File: src/rtl/sdram_cmd_arbiter_if.sv
// Bundle between the SDRAM command arbiter and its init/refresh/client engines plus the pad-side bus.
// The slave modport is the arbiter's view; the master modport is the engines' and pads' view.
interface sdram_cmd_arbiter_if #(
    parameter int NUM_CH = 4,
    parameter int ADDR_W = 13,
    parameter int BA_W   = 2,
    parameter int DQ_W   = 24
);
    logic                     init_end;
    logic [3:0]               init_cmd;
    logic [ADDR_W-1:0]        init_addr;

    logic                     ref_req;
    logic                     ref_en;
    logic                     ref_end;
    logic [3:0]               ref_cmd;
    logic [ADDR_W-1:0]        ref_addr;

    logic [NUM_CH-1:0]        ch_req;
    logic [NUM_CH-1:0]        ch_en;
    logic [NUM_CH-1:0]        ch_end;
    logic [4*NUM_CH-1:0]      ch_cmd;
    logic [ADDR_W*NUM_CH-1:0] ch_addr;
    logic [BA_W*NUM_CH-1:0]   ch_bank;
    logic [NUM_CH-1:0]        ch_dq_oe;
    logic [DQ_W*NUM_CH-1:0]   ch_dq;

    logic [3:0]               sd_cmd;
    logic [ADDR_W-1:0]        sd_addr;
    logic [BA_W-1:0]          sd_bank;
    logic [DQ_W-1:0]          sd_dq_out;
    logic                     sd_dq_oe;

    logic [2:0]               grant_id;
    logic                     busy;
    logic                     err_timeout;

    modport slave (
        input  init_end, init_cmd, init_addr,
        input  ref_req, ref_end, ref_cmd, ref_addr,
        input  ch_req, ch_end, ch_cmd, ch_addr, ch_bank, ch_dq_oe, ch_dq,
        output ref_en, ch_en,
        output sd_cmd, sd_addr, sd_bank, sd_dq_out, sd_dq_oe,
        output grant_id, busy, err_timeout
    );

    modport master (
        output init_end, init_cmd, init_addr,
        output ref_req, ref_end, ref_cmd, ref_addr,
        output ch_req, ch_end, ch_cmd, ch_addr, ch_bank, ch_dq_oe, ch_dq,
        input  ref_en, ch_en,
        input  sd_cmd, sd_addr, sd_bank, sd_dq_out, sd_dq_oe,
        input  grant_id, busy, err_timeout
    );
endinterface

File: src/rtl/sdram_cmd_arbiter.sv
// SDRAM command/bus arbiter: muxes init, auto-refresh and NUM_CH burst engines onto one SDRAM bus.
// Refresh always wins; clients are served fixed-priority or round-robin, guarded by a watchdog.
module sdram_cmd_arbiter #(
    parameter int NUM_CH  = 4,
    parameter int ADDR_W  = 13,
    parameter int BA_W    = 2,
    parameter int DQ_W    = 24,
    parameter int RR_EN   = 1,
    parameter int TIMEOUT = 1023
) (
    input  logic                 sclk,
    input  logic                 s_rst_n,
    sdram_cmd_arbiter_if.slave   bus
);

    typedef enum logic [1:0] {
        IDLE   = 2'd0,
        ARBIT  = 2'd1,
        AREF   = 2'd2,
        ACCESS = 2'd3
    } state_t;

    localparam logic [3:0] CMD_NOP = 4'b0111;
    localparam int         TMR_W   = (TIMEOUT < 2) ? 1 : $clog2(TIMEOUT);

    state_t             state, next_state;
    logic               ref_en, ref_en_nxt;
    logic [NUM_CH-1:0]  ch_en, ch_en_nxt;
    logic [2:0]         grant_id, grant_nxt;
    logic [2:0]         rr_ptr, rr_ptr_nxt;
    logic [TMR_W-1:0]   timer;
    logic               err_timeout;
    logic               timeout_hit;
    logic               wd_expire;

    logic               win_found;
    logic [2:0]         win_idx;
    logic [2:0]         cand;

    logic [3:0]         sel_cmd;
    logic [ADDR_W-1:0]  sel_addr;
    logic [BA_W-1:0]    sel_bank;
    logic [DQ_W-1:0]    sel_dq;
    logic               sel_dq_oe;
    logic               sel_end;

    // Candidate at search position k: rr_ptr+1+k wrapped into 0..NUM_CH-1.
    function automatic logic [2:0] rr_index(input logic [2:0] ptr, input int k);
        int sum;
        sum = int'(ptr) + 1 + k;
        if (sum >= NUM_CH) sum = sum - NUM_CH;
        return 3'(sum);
    endfunction

    // Winner search; the candidate order alone distinguishes round-robin from fixed priority.
    always_comb begin
        win_found = 1'b0;
        win_idx   = '0;
        cand      = '0;
        for (int k = 0; k < NUM_CH; k++) begin
            cand = (RR_EN != 0) ? rr_index(rr_ptr, k) : 3'(k);
            for (int j = 0; j < NUM_CH; j++) begin
                if (!win_found && cand == 3'(j) && bus.ch_req[j]) begin
                    win_found = 1'b1;
                    win_idx   = cand;
                end
            end
        end
    end

    // Granted-channel slice, selected with constant indices so grant_id width never matters.
    always_comb begin
        sel_cmd   = '0;
        sel_addr  = '0;
        sel_bank  = '0;
        sel_dq    = '0;
        sel_dq_oe = 1'b0;
        sel_end   = 1'b0;
        for (int i = 0; i < NUM_CH; i++) begin
            if (grant_id == 3'(i)) begin
                sel_cmd   = bus.ch_cmd[4*i +: 4];
                sel_addr  = bus.ch_addr[ADDR_W*i +: ADDR_W];
                sel_bank  = bus.ch_bank[BA_W*i +: BA_W];
                sel_dq    = bus.ch_dq[DQ_W*i +: DQ_W];
                sel_dq_oe = bus.ch_dq_oe[i];
                sel_end   = bus.ch_end[i];
            end
        end
    end

    // The forcing edge is the one on which the timer would reach TIMEOUT,
    // so an engine that never ends holds the bus for exactly TIMEOUT cycles.
    assign wd_expire = (TIMEOUT != 0) && (timer == TMR_W'(TIMEOUT - 1));

    always_comb begin
        // NOTE: every output of this block gets a default first so no path infers a latch.
        next_state  = state;
        ref_en_nxt  = 1'b0;
        ch_en_nxt   = '0;
        grant_nxt   = grant_id;
        rr_ptr_nxt  = rr_ptr;
        timeout_hit = 1'b0;
        unique case (state)
            IDLE: begin
                if (bus.init_end) next_state = ARBIT;
            end
            ARBIT: begin
                if (bus.ref_req) begin
                    ref_en_nxt = 1'b1;
                    next_state = AREF;
                end else if (win_found) begin
                    ch_en_nxt  = NUM_CH'(1) << win_idx;
                    grant_nxt  = win_idx;
                    rr_ptr_nxt = win_idx;
                    next_state = ACCESS;
                end
            end
            AREF: begin
                if (bus.ref_end) begin
                    next_state = ARBIT;
                end else if (wd_expire) begin
                    next_state  = ARBIT;
                    timeout_hit = 1'b1;
                end
            end
            ACCESS: begin
                // A real end pulse in the expiry cycle wins over the watchdog.
                if (sel_end) begin
                    next_state = ARBIT;
                end else if (wd_expire) begin
                    next_state  = ARBIT;
                    timeout_hit = 1'b1;
                end
            end
            default: next_state = IDLE;
        endcase
    end

    // NOTE: sequential state uses non-blocking assignments so every register samples pre-edge values.
    always_ff @(posedge sclk or negedge s_rst_n) begin
        if (!s_rst_n) begin
            state       <= IDLE;
            ref_en      <= 1'b0;
            ch_en       <= '0;
            grant_id    <= '0;
            rr_ptr      <= 3'(NUM_CH - 1);
            timer       <= '0;
            err_timeout <= 1'b0;
        end else begin
            state       <= next_state;
            ref_en      <= ref_en_nxt;
            ch_en       <= ch_en_nxt;
            grant_id    <= grant_nxt;
            rr_ptr      <= rr_ptr_nxt;
            timer       <= ((state == AREF || state == ACCESS) && next_state == state)
                           ? timer + 1'b1 : '0;
            err_timeout <= err_timeout | timeout_hit;
        end
    end

    always_comb begin
        bus.sd_cmd    = CMD_NOP;
        bus.sd_addr   = '0;
        bus.sd_bank   = '0;
        bus.sd_dq_out = '0;
        bus.sd_dq_oe  = 1'b0;
        unique case (state)
            IDLE: begin
                bus.sd_cmd  = bus.init_cmd;
                bus.sd_addr = bus.init_addr;
            end
            AREF: begin
                bus.sd_cmd  = bus.ref_cmd;
                bus.sd_addr = bus.ref_addr;
            end
            ACCESS: begin
                bus.sd_cmd    = sel_cmd;
                bus.sd_addr   = sel_addr;
                bus.sd_bank   = sel_bank;
                bus.sd_dq_out = sel_dq;
                bus.sd_dq_oe  = sel_dq_oe;
            end
            default: ;
        endcase
    end

    assign bus.ref_en      = ref_en;
    assign bus.ch_en       = ch_en;
    assign bus.grant_id    = grant_id;
    assign bus.busy        = (state == AREF) || (state == ACCESS);
    assign bus.err_timeout = err_timeout;

endmodule

File: src/flat_wrapper.sv
// flat-port wrapper written by rule: the top's interface ports become plain ports
module sdram_cmd_arbiter_flat 
#(
    parameter int NUM_CH  = 4,
    parameter int ADDR_W  = 13,
    parameter int BA_W    = 2,
    parameter int DQ_W    = 24,
    parameter int RR_EN   = 1,
    parameter int TIMEOUT = 1023
)
  (sclk, s_rst_n, bus_init_end, bus_init_cmd, bus_init_addr, bus_ref_req, bus_ref_end, bus_ref_cmd, bus_ref_addr, bus_ch_req, bus_ch_end, bus_ch_cmd, bus_ch_addr, bus_ch_bank, bus_ch_dq_oe, bus_ch_dq, bus_ref_en, bus_ch_en, bus_sd_cmd, bus_sd_addr, bus_sd_bank, bus_sd_dq_out, bus_sd_dq_oe, bus_grant_id, bus_busy, bus_err_timeout);
  sdram_cmd_arbiter_if #(.NUM_CH(NUM_CH), .ADDR_W(ADDR_W), .BA_W(BA_W), .DQ_W(DQ_W)) bus_i ();
  input  logic sclk;
  input  logic s_rst_n;
  input wire logic [$bits(bus_i.init_end)-1:0] bus_init_end;
  input wire logic [$bits(bus_i.init_cmd)-1:0] bus_init_cmd;
  input wire logic [$bits(bus_i.init_addr)-1:0] bus_init_addr;
  input wire logic [$bits(bus_i.ref_req)-1:0] bus_ref_req;
  input wire logic [$bits(bus_i.ref_end)-1:0] bus_ref_end;
  input wire logic [$bits(bus_i.ref_cmd)-1:0] bus_ref_cmd;
  input wire logic [$bits(bus_i.ref_addr)-1:0] bus_ref_addr;
  input wire logic [$bits(bus_i.ch_req)-1:0] bus_ch_req;
  input wire logic [$bits(bus_i.ch_end)-1:0] bus_ch_end;
  input wire logic [$bits(bus_i.ch_cmd)-1:0] bus_ch_cmd;
  input wire logic [$bits(bus_i.ch_addr)-1:0] bus_ch_addr;
  input wire logic [$bits(bus_i.ch_bank)-1:0] bus_ch_bank;
  input wire logic [$bits(bus_i.ch_dq_oe)-1:0] bus_ch_dq_oe;
  input wire logic [$bits(bus_i.ch_dq)-1:0] bus_ch_dq;
  output wire logic [$bits(bus_i.ref_en)-1:0] bus_ref_en;
  output wire logic [$bits(bus_i.ch_en)-1:0] bus_ch_en;
  output wire logic [$bits(bus_i.sd_cmd)-1:0] bus_sd_cmd;
  output wire logic [$bits(bus_i.sd_addr)-1:0] bus_sd_addr;
  output wire logic [$bits(bus_i.sd_bank)-1:0] bus_sd_bank;
  output wire logic [$bits(bus_i.sd_dq_out)-1:0] bus_sd_dq_out;
  output wire logic [$bits(bus_i.sd_dq_oe)-1:0] bus_sd_dq_oe;
  output wire logic [$bits(bus_i.grant_id)-1:0] bus_grant_id;
  output wire logic [$bits(bus_i.busy)-1:0] bus_busy;
  output wire logic [$bits(bus_i.err_timeout)-1:0] bus_err_timeout;
  assign bus_i.init_end = bus_init_end;
  assign bus_i.init_cmd = bus_init_cmd;
  assign bus_i.init_addr = bus_init_addr;
  assign bus_i.ref_req = bus_ref_req;
  assign bus_i.ref_end = bus_ref_end;
  assign bus_i.ref_cmd = bus_ref_cmd;
  assign bus_i.ref_addr = bus_ref_addr;
  assign bus_i.ch_req = bus_ch_req;
  assign bus_i.ch_end = bus_ch_end;
  assign bus_i.ch_cmd = bus_ch_cmd;
  assign bus_i.ch_addr = bus_ch_addr;
  assign bus_i.ch_bank = bus_ch_bank;
  assign bus_i.ch_dq_oe = bus_ch_dq_oe;
  assign bus_i.ch_dq = bus_ch_dq;
  assign bus_ref_en = bus_i.ref_en;
  assign bus_ch_en = bus_i.ch_en;
  assign bus_sd_cmd = bus_i.sd_cmd;
  assign bus_sd_addr = bus_i.sd_addr;
  assign bus_sd_bank = bus_i.sd_bank;
  assign bus_sd_dq_out = bus_i.sd_dq_out;
  assign bus_sd_dq_oe = bus_i.sd_dq_oe;
  assign bus_grant_id = bus_i.grant_id;
  assign bus_busy = bus_i.busy;
  assign bus_err_timeout = bus_i.err_timeout;
  sdram_cmd_arbiter #(.NUM_CH(NUM_CH), .ADDR_W(ADDR_W), .BA_W(BA_W), .DQ_W(DQ_W), .RR_EN(RR_EN), .TIMEOUT(TIMEOUT)) u_core (.sclk(sclk), .s_rst_n(s_rst_n), .bus(bus_i));
endmodule
File: config.mk
export PLATFORM = sky130hd
export DESIGN_NAME = sdram_cmd_arbiter_flat
export DESIGN_NICKNAME = d
export VERILOG_FILES = /design/src/rtl/sdram_cmd_arbiter_if.sv /design/src/rtl/sdram_cmd_arbiter.sv /design/src/flat_wrapper.sv
export SDC_FILE = /design/constraint.sdc
export NUM_CORES = 1
export LEC_CHECK = 0
export CAP_MARGIN = 20
export CORE_MARGIN = 4
export CORE_UTILIZATION = 33
export DETAILED_ROUTE_END_ITERATION = 8
export PLACE_DENSITY = 0.93
export RECOVER_POWER = 100
export SETUP_SLACK_MARGIN = 0.2
export SYNTH_ARGS = -nofsm -noshare
export SYNTH_HDL_FRONTEND = slang
export SYNTH_SLANG_ARGS = --single-unit
File: constraint.sdc
create_clock -name sclk -period 3.2 [get_ports sclk]
set_input_delay 0.96 -clock sclk [delete_from_list [all_inputs] [get_ports sclk]]
set_output_delay 0.96 -clock sclk [all_outputs]
set_load 0.03 [all_outputs]
==> results.md, run 1 <==
- Post-detailed-route count of antenna-violating nets: 0
- Period minus WS final: 3140 ps
- Die area: 11400 µm²
- GP Congestion: 0.955
- Grt ovf: 0
- Met2 WL: 10500 µm
- Initial antenna violation count: 2
- Register Area: 583 µm²
- Warning count from the yosys run: 0
- Synth area leader: mux2_2
- Sequential area share after synthesis: 0.179
- WHS Path Cells: 1
- Vias in the first global route: 4517
- Worst Path Required: 2240 ps
- DR WL/cell: 24.4 µm
- Crit Path Max Fanout: 1
- CTS root buffer: clkbuf_8
- Fillers: 595
- Synthesized-area fraction occupied by adder cells: 0.0388
- Synth cell types: 52
- Ys flop type: dfrtp_1
- CTS sink cnt: 23
- Pleak: 3.40 nW
- Slew Viols, Final: 0
- Global Route Usage Sum: 0.276
- Synth Area in XOR/XNOR: 0.0271
- Worst-path clk slew: 80 ps
- DR vias/cell: 5.66
- Inserted Clock Buffers: 3
- IO Pins: 277
- Area of the multi-input gates: 3020 µm²
- Synth Area in Compound Gates: 0.234
- Die W: 107 µm
- Crit. End Element: output port
- PwrDens: 914 nW/µm²
- Met1 wire length: 6630 µm
- Area of the core: 9370 µm²
- DR top layer: met4
- Layout cell share with drive strength beyond 1: 0.333
- First-pass GRT wire length: 24500 µm
- Largest net degree at the start of global routing: 76
- Initial Utilization: 0.344
- Max Root-Sink Buffers: 2
- Status: completed
- Clock skew: 2.88 ps
- CTS tree: done
- Drt total wl: 19300 µm
- Syn Area/Cell: 8.21 µm²
- Wire length on met3: 1440 µm
- Input/output buffers: 276
- Crit start category: primary input
- RSZ-0062 raised after global routing: yes
- Cells after Synth: 393
- Skew-Pair Late Insertion Delay: 260 ps
- Simple-gate share of the synthesized area: 0.154
- Post-layout net count: 895
- Critical path arrival: 2180 ps
- Area fraction of the dominant cell type after synthesis: 0.251
- Fin util: 0.752
- H-tree levels: 1
- Slew HR: 0.203
- Ys async rst share: 1.00
- DPL Wire Length: 13200 µm
- Final period util: 0.981
- DRC viols: 0
- Layout area overhead: 118%
- Post-synth EDFFs: 0
- WS Path Type: in -> out
- DRT iter0 DRCs: 260
- Die H: 107 µm
- Setup violations, final: 0
- Row cnt: 35
- #FFs+latches synth: 23
- Mux share of post-synthesis cell area: 0.309
- Total number of vias: 4490
- Worst VDD drop: 0.502 mV
- Slew @ Worst Pin: 1190 ps
- Hold buffers post-CTS: 0
- Worst hold slack: 483 ps
- Syn Nets: 626
- Hold crit path type: reg -> reg
- 1st-pass router iterations: 5
- Area contributors post-synth: mux2_2 25%, dfrtp_1 16%, o22ai_1 11%
- Endpoints failing hold: 0
- Pwr Total: 6.44 mW
- Largest family of logic cells by synthesized area: multiplexers
- Fmax achieved: 0.319 GHz
- Synthesized cell area: 3230 µm²
- Max-cap violations: 0
- R2R cell count: 10
==> per-layer routing <==
| metal | track usage | vias to the layer above |
|---|---|---|
| met2 | 0.510 | 274 |
| li1 | - | 2019 |
| met5 | 0 | - |
| met1 | 0.299 | 2140 |
| met4 | 0.138 | 0 |
| met3 | 0.0524 | 57 |
==> Yosys cell counts (3+ instances only) <==
master    number
nand2_1        6
xnor2_1        8
clkbuf_1      25
nand3_1        8
nor2b_1        4
inv_1          8
o21ai_0       28
nor2_1        56
mux2i_1       14
dfrtp_1       21
a31oi_1        4
a21oi_1       10
buf_1          3
mux2_2        72
nor3_1         3
o22ai_1       57
ha_1          10
nand4_1        4
nor4_2         3
and3_1         5
==> cell usage in the layout (no fill, tap or decap), types with 11 or more instances in the layout <==
| master | instances |
|---|---|
| a21oi_1 | 11 |
| buf_12 | 19 |
| buf_4 | 19 |
| clkbuf_2 | 13 |
| clkdlybuf4s50_1 | 131 |
| dfrtp_1 | 19 |
| dlygate4sd2_1 | 35 |
| dlygate4sd3_1 | 13 |
| dlymetal6s2s_1 | 49 |
| mux2_2 | 18 |
| mux2_4 | 53 |
| mux2i_1 | 14 |
| nor2_1 | 41 |
| nor2_2 | 11 |
| o21ai_0 | 25 |
| o22ai_1 | 26 |
| o22ai_2 | 22 |
==> where the power goes <==
| part | internal (mW) | switching (mW) | total (mW) |
|---|---|---|---|
| clock | 0.0869 | 0.0916 | 0.179 |
| sequential | 0.382 | 0.115 | 0.497 |
| combinational | 2.61 | 3.15 | 5.77 |
==> kinds of logic (layout without fill, tap and decap cells) <==
group | Yosys count | in the layout
compound gates | 120 | 120
other cells | 0 | 3
xor+xnor | 10 | 10
buf+inv | 42 | 309
fa+ha+maj | 10 | 10
simple gates | 100 | 101
mux | 88 | 88
flops | 23 | 23
==> worst paths after layout <==
| path | start | to | slack (ps) |
|---|---|---|---|
| worst min register to register | u_core.timer[0]$_DFF_PN0_ | u_core.timer[0]$_DFF_PN0_ | 480 |
| worst max register to register | u_core.rr_ptr[0]$_DFFE_PN1P_ | u_core.bus.grant_id[1]$_DFFE_PN0P_ | 240 |
| worst max-delay path | bus_ch_dq[77] | bus_sd_dq_out[5] | 60 |
| worst min-delay path | u_core.timer[0]$_DFF_PN0_ | u_core.timer[0]$_DFF_PN0_ | 480 |
| min in group asynchronous | s_rst_n | u_core.bus.ch_en[1]$_DFF_PN0_ | 1460 |
| max in group asynchronous | s_rst_n | u_core.bus.grant_id[0]$_DFFE_PN0P_ | 880 |
==> state kept, by name, indices dropped and copies added, names as in the netlist <==
register	flops
u_core.rr_ptr	3
u_core.bus.ch_en	4
u_core.bus.err_timeout	1
u_core.state	2
u_core.bus.ref_en	1
u_core.bus.grant_id	2
u_core.timer	10
==> through the flow <==
step / cell area [µm²] / std cells / setup TNS (ps) / setup slack, ps
floorplan: 3230 / 393 / 0 / 216
global placement: 6270 / 778 / -763 / -706
detailed placement: 6270 / 778 / -754 / -715
CTS: 6670 / 782 / 0 / 115
global route: 7040 / 792 / 0 / 48.4
finish: 7050 / 793 / 0 / 61.2
==> critical path, stage by stage <==
cell and delay, ps:
clkdlybuf4s50_1 400, mux2_4 260, o22ai_1 320, nor2_4 80, buf_12 150
==> layout make-up <==
class                      count  area share
timing repair buffer         296       0.454
multi-input combinational    329       0.428
sequential                    23      0.0827
tap                          129      0.0229
clock buffer                   3     0.00586
inverter                       9     0.00479
antenna                        3     0.00107
clock inverter                 1    0.000710
==> repair_timing <==
item	4_1_cts	5_1_grt
resized for setup	140	130
gates cloned	0	3
pin swaps	31	56
setup endpoints to repair	40	45
setup buffers	0	5
Power figures use the tool's default switching activity.
==> run 2, diff against run 1 <==
--- a/config.mk
+++ b/config.mk
@@ -11,6 +11,7 @@
 export DETAILED_ROUTE_END_ITERATION = 8
 export PLACE_DENSITY = 0.93
 export RECOVER_POWER = 100
+export REMOVE_ABC_BUFFERS = 1
 export SETUP_SLACK_MARGIN = 0.2
 export SYNTH_ARGS = -nofsm -noshare
 export SYNTH_HDL_FRONTEND = slang
==> run 2 against run 1 <==
Compared with the run above: count of clock-buffer cells in the layout did not move; non-clock buffer count rose by 1; design area fell by 4.5%; register-to-register slack got worse by 30 ps; critical endpoint is now bus_sd_dq_out[19].
==> results.md, run 2 (synthesized netlist as in run 1, its figures left out) <==
- Final period util: 0.991
- Drt total wl: 17900 µm
- Grt ovf: 0
- Input/output buffers: 276
- Setup violations, final: 0
- DR WL/cell: 22.6 µm
- Endpoints failing hold: 0
- IO Pins: 277
- DR vias/cell: 5.61
- Slew Viols, Final: 0
- Slew @ Worst Pin: 812 ps
- PwrDens: 896 nW/µm²
- 1st-pass router iterations: 5
- Status: completed
- Commonest non-fill, non-tap cell in the layout: clkdlybuf4s50_1
- Fmax achieved: 0.315 GHz
- Cell Chain, Critical Path: clkdlybuf4s50_1, mux2_2, o22ai_1, nor2_1, dlymetal6s2s_1
- Vias in the first global route: 4473
- Worst Path Required: 2240 ps
- Slew HR: 0.459
- DRT iter0 DRCs: 248
- Layout cell share with drive strength beyond 1: 0.309
- Register Area: 583 µm²
- Regs by FF count: u_core.timer (10), u_core.bus.ch_en (4), u_core.rr_ptr (3)
- Slowest stage delay, CP: 420 ps
- Met3 Use GR: 0.0518
- Largest net degree at the start of global routing: 76
- GP Congestion: 0.893
- Most Crowded Layer GR: met2
- DRC viols: 0
- Commonest cells after routing, fill and taps aside: 188 x clkdlybuf4s50_1, 54 x mux2_2, 47 x nor2_1
- Max FFs per register: 10
- Global Route Usage Sum: 0.272
- Hold buffers post-CTS: 0
- CP max stage cell: clkdlybuf4s50_1
- Max-cap violations: 0
- WS Path Type: in -> out
- Fillers: 692
- Inserted Clock Buffers: 3
- Crit start category: primary input
- Die W: 107 µm
- DPL Wire Length: 14000 µm
- Crit Path Max Fanout: 1
- M1 GR Usage: 0.268
- Setup_tns: 0 ps
- Cell Area, Placed: 6300 µm²
- Die area: 11400 µm²
- Post-layout net count: 895
- Worst hold slack: 474 ps
- RSZ-0062 raised after global routing: yes
- Max Root-Sink Buffers: 2
- CTS sink cnt: 23
- Total number of vias: 4435
- First-pass GRT wire length: 24100 µm
- Layout area overhead: 108%
- Register bank with the most flops: u_core.timer
- Initial antenna violation count: 1
- Die H: 107 µm
- Row cnt: 35
- Skew-Pair Late Insertion Delay: 270 ps
- Crit. End Element: output port
- Finished layout cell area: 6730 µm²
- Post-detailed-route count of antenna-violating nets: 0
- Met2 Use GR: 0.558
- Hold crit path type: reg -> reg
- Area of the core: 9370 µm²
- Worst VDD drop: 0.431 mV
- Critical path arrival: 2210 ps
- Worst-path clk slew: 80 ps
- Post-route insts no fill: 791
- CTS tree: done
- H-tree levels: 1
- Placed insts: 780
- Period minus WS final: 3170 ps
- Clock skew: 5.40 ps
- Pleak: 2.88 nW
- CTS root buffer: clkbuf_8
- Initial Utilization: 0.344
- Area of the multi-input gates: 2840 µm²
run 2: cell types whose count changed in the layout (fill, tap and decap cells not counted), moves of 7 or more:
| cell | delta |
|---|---|
| mux2_4 | -38 |
| mux2_2 | +36 |
| dlymetal6s2s_1 | -29 |
| dlygate4sd2_1 | -27 |
| clkdlybuf4s50_1 | +57 |
| buf_4 | -7 |
run 2: where the power goes:
group	internal, mW	switching (mW)
logic	2.37	3.00
clock network	0.0873	0.102
registers	0.382	0.100
total	2.83	3.20
run 2: path summary, 6_finish.rpt:
path / start / cells after the start / endpoint / slack [ps]
min in group asynchronous: s_rst_n / 1 / u_core.bus.ch_en[0]$_DFF_PN0_ / 1030
min reg2reg: u_core.bus.err_timeout$_DFF_PN0_ / 1 / u_core.bus.err_timeout$_DFF_PN0_ / 470
max in group asynchronous: s_rst_n / 2 / u_core.bus.grant_id[0]$_DFFE_PN0P_ / 1030
max: bus_ch_dq[19] / 5 / bus_sd_dq_out[19] / 30
max reg2reg: u_core.rr_ptr[0]$_DFFE_PN1P_ / 10 / u_core.bus.ch_en[1]$_DFF_PN0_ / 210
min: u_core.bus.err_timeout$_DFF_PN0_ / 1 / u_core.bus.err_timeout$_DFF_PN0_ / 470
run 2: cell type report:
| type | instances | area share |
|---|---|---|
| diodes | 1 | 0.000372 |
| clock buffers | 3 | 0.00613 |
| clock inverters | 1 | 0.000744 |
| inverters | 9 | 0.00502 |
| multi-input cells | 328 | 0.423 |
| flip-flops and latches | 23 | 0.0866 |
| well taps | 129 | 0.0240 |
| repair buffers | 297 | 0.455 |
run 2: metal layers:
metal | vias up | part of all wire
li1 | 2019 | -
met1 | 2124 | 0.32
met2 | 238 | 0.56
met3 | 54 | 0.070
met4 | 0 | 0.047
met5 | - | 0
run 2: timing repair:
item                       CTS  global route
resized for setup           62            91
setup endpoints to repair   39            50
setup buffers                0             6
pin swaps                    9            25
run 2: metrics by stage:
stage / util / worst slack (ps) / power, mW
floorplan: - / -1050 / 3.36
global placement: 0.672 / -690 / 5.32
detailed placement: 0.672 / -692 / 5.43
CTS: 0.691 / 114 / 5.81
global route: 0.718 / 25.1 / 6.33
finish: 0.718 / 29.8 / 6.03
run 2: critical path: cells and delay by family:
family,cells,cell delay (ps)
compound gates,1,210
mux,1,270
simple gates,1,70
buf+inv,2,700
